## config.mk

```make
export PLATFORM = sky130hd
export DESIGN_NAME = id_pipe_reg
export DESIGN_NICKNAME = d
export VERILOG_FILES = /design/src/rtl/id_pipe_reg.sv
export SDC_FILE = /design/constraint.sdc
export NUM_CORES = 1
export LEC_CHECK = 0
export ABC_AREA = 1
export BUFFER_PORTS_ARGS = -buffer_cell sky130_fd_sc_hd__buf_2
export CORE_MARGIN = 4
export CORE_UTILIZATION = 45
export CTS_CLUSTER_SIZE = 14
export DETAILED_ROUTE_END_ITERATION = 7
export HOLD_SLACK_MARGIN = 0.02
export PLACE_DENSITY = 0.68
export SYNTH_ARGS = -nofsm -noshare
export SYNTH_HDL_FRONTEND = slang
export SYNTH_SLANG_ARGS = --single-unit
export TNS_END_PERCENT = 30
```

## constraint.sdc

```tcl
create_clock -name clk -period 2.39 [get_ports clk]
set_input_delay 0.239 -clock clk [delete_from_list [all_inputs] [get_ports clk]]
set_output_delay 0.239 -clock clk [all_outputs]
set_load 0.02 [all_outputs]
```

## src/rtl/id_pipe_reg.sv

```systemverilog
// id_pipe_reg: IF/ID pipeline register with a one-entry skid buffer and load-use hazard detection.
module id_pipe_reg #(
    parameter int               WIDTH   = 32,
    parameter int               NFIELDS = 3,
    parameter int               REGW    = 5,
    parameter logic [WIDTH-1:0] NOP     = '0
) (
    input  logic                     clk,
    input  logic                     reset,
    input  logic                     in_valid,
    input  logic [WIDTH*NFIELDS-1:0] in_data,
    output logic                     in_ready,
    output logic                     out_valid,
    output logic [WIDTH*NFIELDS-1:0] out_data,
    input  logic                     out_ready,
    input  logic                     flush,
    input  logic                     ex_memread,
    input  logic [REGW-1:0]          ex_rd,
    input  logic [REGW-1:0]          id_rs1,
    input  logic [REGW-1:0]          id_rs2,
    output logic                     hazard_stall,
    output logic [15:0]              bubble_count
);
    localparam int DW = WIDTH * NFIELDS;
    typedef enum logic [1:0] {EMPTY, ONE, FULL} state_t;
    state_t          r_state, w_next;
    logic [DW-1:0]   r_main, r_skid, w_nop;
    logic            r_in_ready, r_out_valid, w_accept, w_consume, w_hazard;
    logic [15:0]     r_bubble;
    assign w_nop        = {NFIELDS{NOP}};
    assign w_hazard     = r_out_valid & ex_memread & (ex_rd != '0) & ((ex_rd == id_rs1) | (ex_rd == id_rs2));
    assign w_accept     = in_valid & r_in_ready;
    assign w_consume    = r_out_valid & out_ready & ~w_hazard;
    assign in_ready     = r_in_ready;
    assign out_valid    = r_out_valid;
    assign out_data     = r_main;
    assign hazard_stall = w_hazard;
    assign bubble_count = r_bubble;
    always_comb begin
        w_next = r_state;
        case (r_state)
            EMPTY:   w_next = w_accept ? ONE : EMPTY;
            ONE:     w_next = (w_accept && !w_consume) ? FULL : (!w_accept && w_consume) ? EMPTY : ONE;
            FULL:    w_next = w_consume ? ONE : FULL;
            default: w_next = EMPTY;
        endcase
        if (flush) w_next = EMPTY;
    end
    // main is reloaded with NOP whenever it empties so out_data reads NOP while invalid
    always_ff @(posedge clk) begin
        if (reset) begin
            r_state     <= EMPTY;
            r_main      <= w_nop;
            r_skid      <= w_nop;
            r_in_ready  <= 1'b1;
            r_out_valid <= 1'b0;
            r_bubble    <= '0;
        end else begin
            r_state     <= w_next;
            r_in_ready  <= (w_next != FULL);
            r_out_valid <= (w_next != EMPTY);
            if (w_hazard && r_bubble != 16'hFFFF) r_bubble <= r_bubble + 16'd1;
            if (flush) begin
                r_main <= w_nop;
                r_skid <= w_nop;
            end else begin
                case (r_state)
                    EMPTY: if (w_accept) r_main <= in_data;
                    ONE: begin
                        if (w_accept && w_consume) r_main <= in_data;
                        else if (w_accept) r_skid <= in_data;
                        else if (w_consume) r_main <= w_nop;
                    end
                    FULL: if (w_consume) begin
                        r_main <= r_skid;
                        r_skid <= w_nop;
                    end
                    default: begin
                        r_main <= w_nop;
                        r_skid <= w_nop;
                    end
                endcase
            end
        end
    end
endmodule

```

==> results.sh, run 1 <==
export IMPL_hold_worst_slack_ns=0.0789
export IMPL_clock_skew_ns=0.0112
export IMPL_p_leak_uw=0.00605
export IMPL_grt_pass1_vias=10100
export IMPL_routabilityCongestion=0.829
export IMPL_fill_cells=2197
export IMPL_slowest_delay_ns=0.36
export IMPL_postLayoutCoreUtil=0.572
export IMPL_die_h_um=161
export IMPL_first_pass_iters=5
export IMPL_maxSlewViolCount=0
export IMPL_drc=0
export IMPL_path_class="reg -> reg"
export IMPL_finish_net_count=1886
export IMPL_maxCapViolations=0
export IMPL_multi_input_area_um2=5080
export IMPL_power_density_nw_per_um2=672
export IMPL_clk_pin_slew_ns=0.06
export IMPL_routed_wl_um=30600
export IMPL_tritoncts="done"
export IMPL_maxSlewHeadroom=0.620
export IMPL_synth_avg_cell_area_um2=6.71
export IMPL_synthArstFlopShare=0
export IMPL_synth_seq_cells=212
export IMPL_drive_gt1_frac=0.183
export IMPL_hold_viol_final=0
export IMPL_final_cells=2102
export IMPL_cts_setup_buffers=0
export IMPL_area_growth_pct=24.3
export IMPL_synth_fp_nets=1680
export IMPL_first_iter_violations=836
export IMPL_dpl_hpwl_um=19100
export IMPL_worstPathCellList="nand3_1 > inv_1 > nand2_2 > nand2_4 > inv_1 > ha_2 > inv_1 > nand2_2 > o21ai_1 > nand2_4 > buf_4 > o21ai_0 > nor2_1"
export IMPL_start_util=0.460
export IMPL_synthDistinctLibCells=33
export IMPL_yosysSeqAreaShare=0.405
export IMPL_cts_buffers=25
export IMPL_cp_start_kind="register"
export IMPL_cp_end_kind="register"
export IMPL_crit_buf_inv=4
export IMPL_syn_area_um2=10500
export IMPL_worstSkewPairLatency_ns=0.52
export IMPL_worstPathArrival_ns=2.50
export IMPL_dp_cells=2015
export IMPL_core_um2=22800
export IMPL_crit_fanout=40
export IMPL_overflow=0
export IMPL_dr_total_vias=10800
export IMPL_ant_nets=0
export IMPL_htree_levels=1
export IMPL_crit_family="simple AND/OR/NAND/NOR gates"
export IMPL_syn_inst=1560
export IMPL_die_w_um=161
export IMPL_period_needed_ns=2.09
export IMPL_cts_root_buf="clkbuf_16"
export IMPL_min_period_over_period=0.873
export IMPL_ir_worst_vdd_mv=0.538
export IMPL_status="finished clean"
export IMPL_worst_ep_required_time_ns=2.80
export IMPL_yosysWarnings=0
export IMPL_total_power_uw=8750
export IMPL_grt_pass1_wl_um=50300
export IMPL_critPathSlowestCell="dfxtp_1"
export IMPL_regArea_um2=4240
export IMPL_io_pins=232
export IMPL_setup_tns_ns=0
export IMPL_clock_path_buffers=3
export IMPL_wl_per_cell_um=14.5
export IMPL_synth_enable_flop_cells=0
export IMPL_num_rows=55
export IMPL_via_per_inst=5.14
export IMPL_fmax_ghz=0.479
export IMPL_yosys_most_used_dff="dfxtp_1"
export IMPL_grt_max_degree=104
export IMPL_cts_num_sinks=212
export IMPL_antenna_found_initial=3
export IMPL_rsz0062_at_grt="false"
export IMPL_min_path_type="in -> reg"
export IMPL_crit_top_cell="inv_1"
export IMPL_port_buffers=231
export IMPL_worst_slew_pin_transition_ns=0.569
export IMPL_groute_usage_overall=0.225
export IMPL_setup_viol=0
export IMPL_die_area_um2=25800
[worst register-to-register path: cells and delay by family, from the launching register on]
kind | cells | cell delay [ns]
flip-flops | 1 | 0.36
AND/OR/NAND/NOR | 6 | 0.51
AO/OA/AOI/OAI | 2 | 0.47
adder cells (fa/ha/maj) | 1 | 0.20
buffers and inverters | 4 | 0.46
[cells in the final DEF, fill, tap and decap left out, drive strengths merged]
cell	count
nor2	363
nand2	265
buf	265
dfxtp	212
a21oi	154
inv	145
nand3	100
o21ai	78
a32oi	57
clkbuf	38
dlygate4sd3	37
o22ai	18
a221oi	14
a22oi	7
clkinv	7
nor3	6
xor2	6
diode	4
xnor2	3
nand4	3
ha	3
nor3b	1
and2	1
o211ai	1
o21bai	1
[per-layer routing]
| metal | track usage | vias to the layer above | part of all wire |
|---|---|---|---|
| met5 | 0 | - | 0 |
| met4 | 0.0598 | 0 | 0.020 |
| met3 | 0.0359 | 47 | 0.056 |
| met2 | 0.372 | 308 | 0.47 |
| met1 | 0.307 | 4934 | 0.46 |
| li1 | - | 5507 | - |
[cells in the mapped netlist (all sizes together), types with 3 or more instances]
library cell | number | area (um2)
a21oi | 154 | 774
inv | 144 | 541
xnor2 | 3 | 26.3
dfxtp | 212 | 4240
a32oi | 57 | 499
xor2 | 6 | 52.6
o21ai | 78 | 402
clkbuf | 59 | 221
a221oi | 14 | 123
ha | 3 | 37.5
buf | 64 | 409
nor2 | 363 | 1380
a22oi | 7 | 52.6
nor3 | 6 | 30.0
nand2 | 265 | 1020
o22ai | 18 | 113
nand4 | 3 | 18.8
nand3 | 100 | 500
[sequential cells by signal, summed over array words and instances, names as in the netlist]
signal        cells
out_data         96
r_skid           96
bubble_count     16
r_state           2
in_ready          1
out_valid         1
[stage by stage]
step	setup WS [ns]	cell area (um2)
after detailed placement	0.0203	11900
after CTS	0.138	13000
after global routing	0.0967	13000
after floorplan	0.346	10500
final	0.304	13000
after global placement	0.121	11900
[kinds of logic (layout without fill, tap and decap cells)]
| logic type | count (synthesis) | count (layout) | share of synthesized area |
|---|---|---|---|
| AOI/OAI and AO/OA | 330 | 330 | 0.189 |
| xor gates and xnor gates | 9 | 9 | 0.00753 |
| adders and majority gates | 3 | 3 | 0.00359 |
| and+or+nand+nor | 739 | 739 | 0.283 |
| buffers and inverters | 267 | 492 | 0.112 |
| other | 0 | 4 | 0 |
| DFF | 212 | 212 | 0.405 |
[power breakdown]
group | internal (uW) | switching (uW)
Combinational | 545 | 851
Sequential | 3660 | 66.0
Clock | 2110 | 1510
[layout make-up]
| type | instances | share of cell area |
|---|---|---|
| clock inverter | 8 | 0.00336 |
| antenna | 4 | 0.000769 |
| timing repair buffer | 302 | 0.151 |
| clock buffer | 38 | 0.0564 |
| multi-input combinational | 1081 | 0.390 |
| sequential | 212 | 0.326 |
| tap | 313 | 0.0301 |
| inverter | 144 | 0.0419 |
[path summary, 6_finish.rpt]
kind                    start     endpoint  slack, ns  depth (start not counted)
setup / recovery    out_valid    r_skid[9]       0.30                         13
hold / removal          reset   r_state[0]       0.08                          2
setup reg to reg    out_valid    r_skid[9]       0.30                         13
hold reg to reg   out_data[0]  out_data[0]       0.47                          2
[timing repair]
item	in CTS	in global routing
setup endpoints to repair	0	67
gates resized for setup	0	1
hold buffers	37	0
endpoints found under the hold margin	37	0
No activity file was read; power rests on OpenSTA's default activity.
==> run 2: changes to the inputs <==
--- a/config.mk
+++ b/config.mk
@@ -8,11 +8,12 @@
 export ABC_AREA = 1
 export BUFFER_PORTS_ARGS = -buffer_cell sky130_fd_sc_hd__buf_2
 export CORE_MARGIN = 4
-export CORE_UTILIZATION = 45
+export CORE_UTILIZATION = 55
 export CTS_CLUSTER_SIZE = 14
 export DETAILED_ROUTE_END_ITERATION = 7
 export HOLD_SLACK_MARGIN = 0.02
-export PLACE_DENSITY = 0.68
+export PLACE_DENSITY = 0.81
+export REMOVE_ABC_BUFFERS = 1
 export SYNTH_ARGS = -nofsm -noshare
 export SYNTH_HDL_FRONTEND = slang
 export SYNTH_SLANG_ARGS = --single-unit
==> results.sh, run 2 (synthesized netlist as in run 1, its figures left out) <==
export IMPL_finish_net_count=1874
export IMPL_critPathSlowestCell="dfxtp_1"
export IMPL_grt_pass1_wl_um=47700
export IMPL_p_leak_uw=0.00599
export IMPL_grt_max_degree=131
export IMPL_start_util=0.560
export IMPL_htree_levels=1
export IMPL_cp_start_kind="register"
export IMPL_hold_worst_slack_ns=0.0304
export IMPL_fmax_ghz=0.468
export IMPL_via_per_inst=5.47
export IMPL_setup_viol=0
export IMPL_die_h_um=146
export IMPL_clock_skew_ns=0.0128
export IMPL_power_density_nw_per_um2=690
export IMPL_multi_input_area_um2=5080
export IMPL_hold_viol_final=0
export IMPL_grt_pass1_vias=10000
export IMPL_dp_cells=1929
export IMPL_first_pass_iters=5
export IMPL_maxCapViolations=0
export IMPL_routed_wl_um=29000
export IMPL_layout_commonest_cell="nor2_1"
export IMPL_worstPathCellList="nand3_1 > inv_1 > nand2_2 > nand2_4 > inv_1 > ha_2 > inv_1 > nand2_2 > o21ai_1 > nand2_4 > buf_12 > o21ai_0 > nor2_1"
export IMPL_wl_per_cell_um=14.5
export IMPL_worst_ep_required_time_ns=2.78
export IMPL_groute_usage_overall=0.256
export IMPL_clock_path_buffers=3
export IMPL_die_w_um=146
export IMPL_setup_tns_ns=0
export IMPL_ant_nets=0
export IMPL_num_rows=50
export IMPL_worstPathArrival_ns=2.53
export IMPL_crit_fanout=93
export IMPL_switching_share=0.265
export IMPL_crit_top_cell="inv_1"
export IMPL_min_period_over_period=0.895
export IMPL_area_growth_pct=22.3
export IMPL_dr_total_vias=11000
export IMPL_die_area_um2=21300
export IMPL_cts_buffers=24
export IMPL_worstSkewPairLatency_ns=0.51
export IMPL_maxSlewHeadroom=0.544
export IMPL_drc=0
export IMPL_port_buffers=231
export IMPL_path_class="reg -> reg"
export IMPL_combinationalPowerShare=0.155
export IMPL_clk_pin_slew_ns=0.06
export IMPL_status="finished clean"
export IMPL_rsz0062_at_grt="false"
export IMPL_final_cells=2007
export IMPL_cts_root_buf="clkbuf_16"
export IMPL_fill_cells=1621
export IMPL_p_switching_uw=2340
export IMPL_core_um2=18700
export IMPL_most_common_layout_cells="nor2_1 (359), nand2_1 (258), buf_2 (231)"
export IMPL_power_share_clock=0.423
export IMPL_worst_slew_pin_transition_ns=0.684
export IMPL_period_needed_ns=2.14
export IMPL_routabilityCongestion=0.861
export IMPL_antenna_found_initial=3
export IMPL_dpl_hpwl_um=17800
export IMPL_maxSlewViolCount=0
export IMPL_overflow=0
export IMPL_first_iter_violations=821
export IMPL_min_path_type="in -> reg"
export IMPL_tritoncts="done"
export IMPL_crit_buf_inv=4
export IMPL_power_frac_seq=0.423
export IMPL_io_pins=232
export IMPL_slowest_delay_ns=0.39
export IMPL_cp_end_kind="register"
export IMPL_cts_num_sinks=212
export IMPL_ir_worst_vdd_mv=0.528
export IMPL_regArea_um2=4240
export IMPL_intPower_uw=6490
export IMPL_drive_gt1_frac=0.180
export IMPL_crit_family="simple AND/OR/NAND/NOR gates"
## run 2: cell types whose count changed in the layout (fill, tap and decap cells not counted)
cell	delta
dlygate4sd3_1	-4
inv_6	-1
diode_2	-3
clkinv_4	+1
clkinv_2	-5
buf_12	-5
clkbuf_8	+3
buf_4	-2
bufinv_16	+1
clkbuf_1	-1
## run 2: layout make-up
| type | count | share of cell area |
|---|---|---|
| Multi-Input combinational cell | 1081 | 0.397 |
| Tap cell | 234 | 0.0229 |
| Clock buffer | 40 | 0.0603 |
| Sequential cell | 212 | 0.332 |
| Timing Repair Buffer | 291 | 0.142 |
| Inverter | 144 | 0.0426 |
| Clock inverter | 4 | 0.00381 |
| Antenna cell | 1 | 0.000196 |
## run 2: final timing paths
kind,startpoint,endpoint,slack (ns),cells past startpoint
worst max-delay path,out_valid,r_skid[27],0.25,13
worst min-delay path,in_data[51],r_skid[51],0.03,3
worst max register to register,out_valid,r_skid[27],0.25,13
worst min register to register,out_data[24],out_data[24],0.47,2
## run 2: worst reg2reg max path: stages, from the launching register on
cell and delay (ns):
dfxtp_1 0.39, nand3_1 0.10, inv_1 0.07, nand2_2 0.09, nand2_4 0.12, inv_1 0.06, ha_2 0.21, inv_1 0.07
nand2_2 0.06, o21ai_1 0.21, nand2_4 0.09, buf_12 0.20, o21ai_0 0.28, nor2_1 0.08
## run 2: what timing repair did
item / CTS / global route
endpoints found under the setup margin: 0 / 1
buffers inserted: 0 / 0
endpoints found under the hold margin: 33 / 0
gates resized for setup: 0 / 1
hold buffers: 33 / 0
## run 2: layer usage
| layer | share of wire | wire, um | vias up | track usage |
|---|---|---|---|---|
| met4 | 0.022 | 643 | 4 | 0.0804 |
| met1 | 0.42 | 12300 | 4984 | 0.346 |
| met2 | 0.47 | 13700 | 454 | 0.419 |
| li1 | - | - | 5476 | - |
| met5 | 0.00093 | 27 | - | 0 |
| met3 | 0.081 | 2350 | 67 | 0.0483 |
## run 2: power by group through the flow
| stage | Sequential [uW] | Clock [uW] | Combinational, uW |
|---|---|---|---|
| 2_1_floorplan | 3920 | 0 | 761 |
| 3_3_place_gp | 3800 | 0 | 1290 |
| 3_5_place_dp | 3810 | 0 | 1310 |
| 4_1_cts | 3730 | 3780 | 1360 |
| 5_1_grt | 3740 | 3960 | 1520 |
| 6_report | 3730 | 3730 | 1370 |
## run 2: per-stage QoR
stage               worst slack, ns   util  instance area, um2  power [uW]
finish                        0.252  0.684               12800        8830
global placement             0.0833  0.622               11600        5090
global route                 0.0861  0.684               12800        9220
CTS                           0.226  0.684               12800        8870
detailed placement           0.0237  0.622               11600        5110
floorplan                     -3.90      -                9840        4680
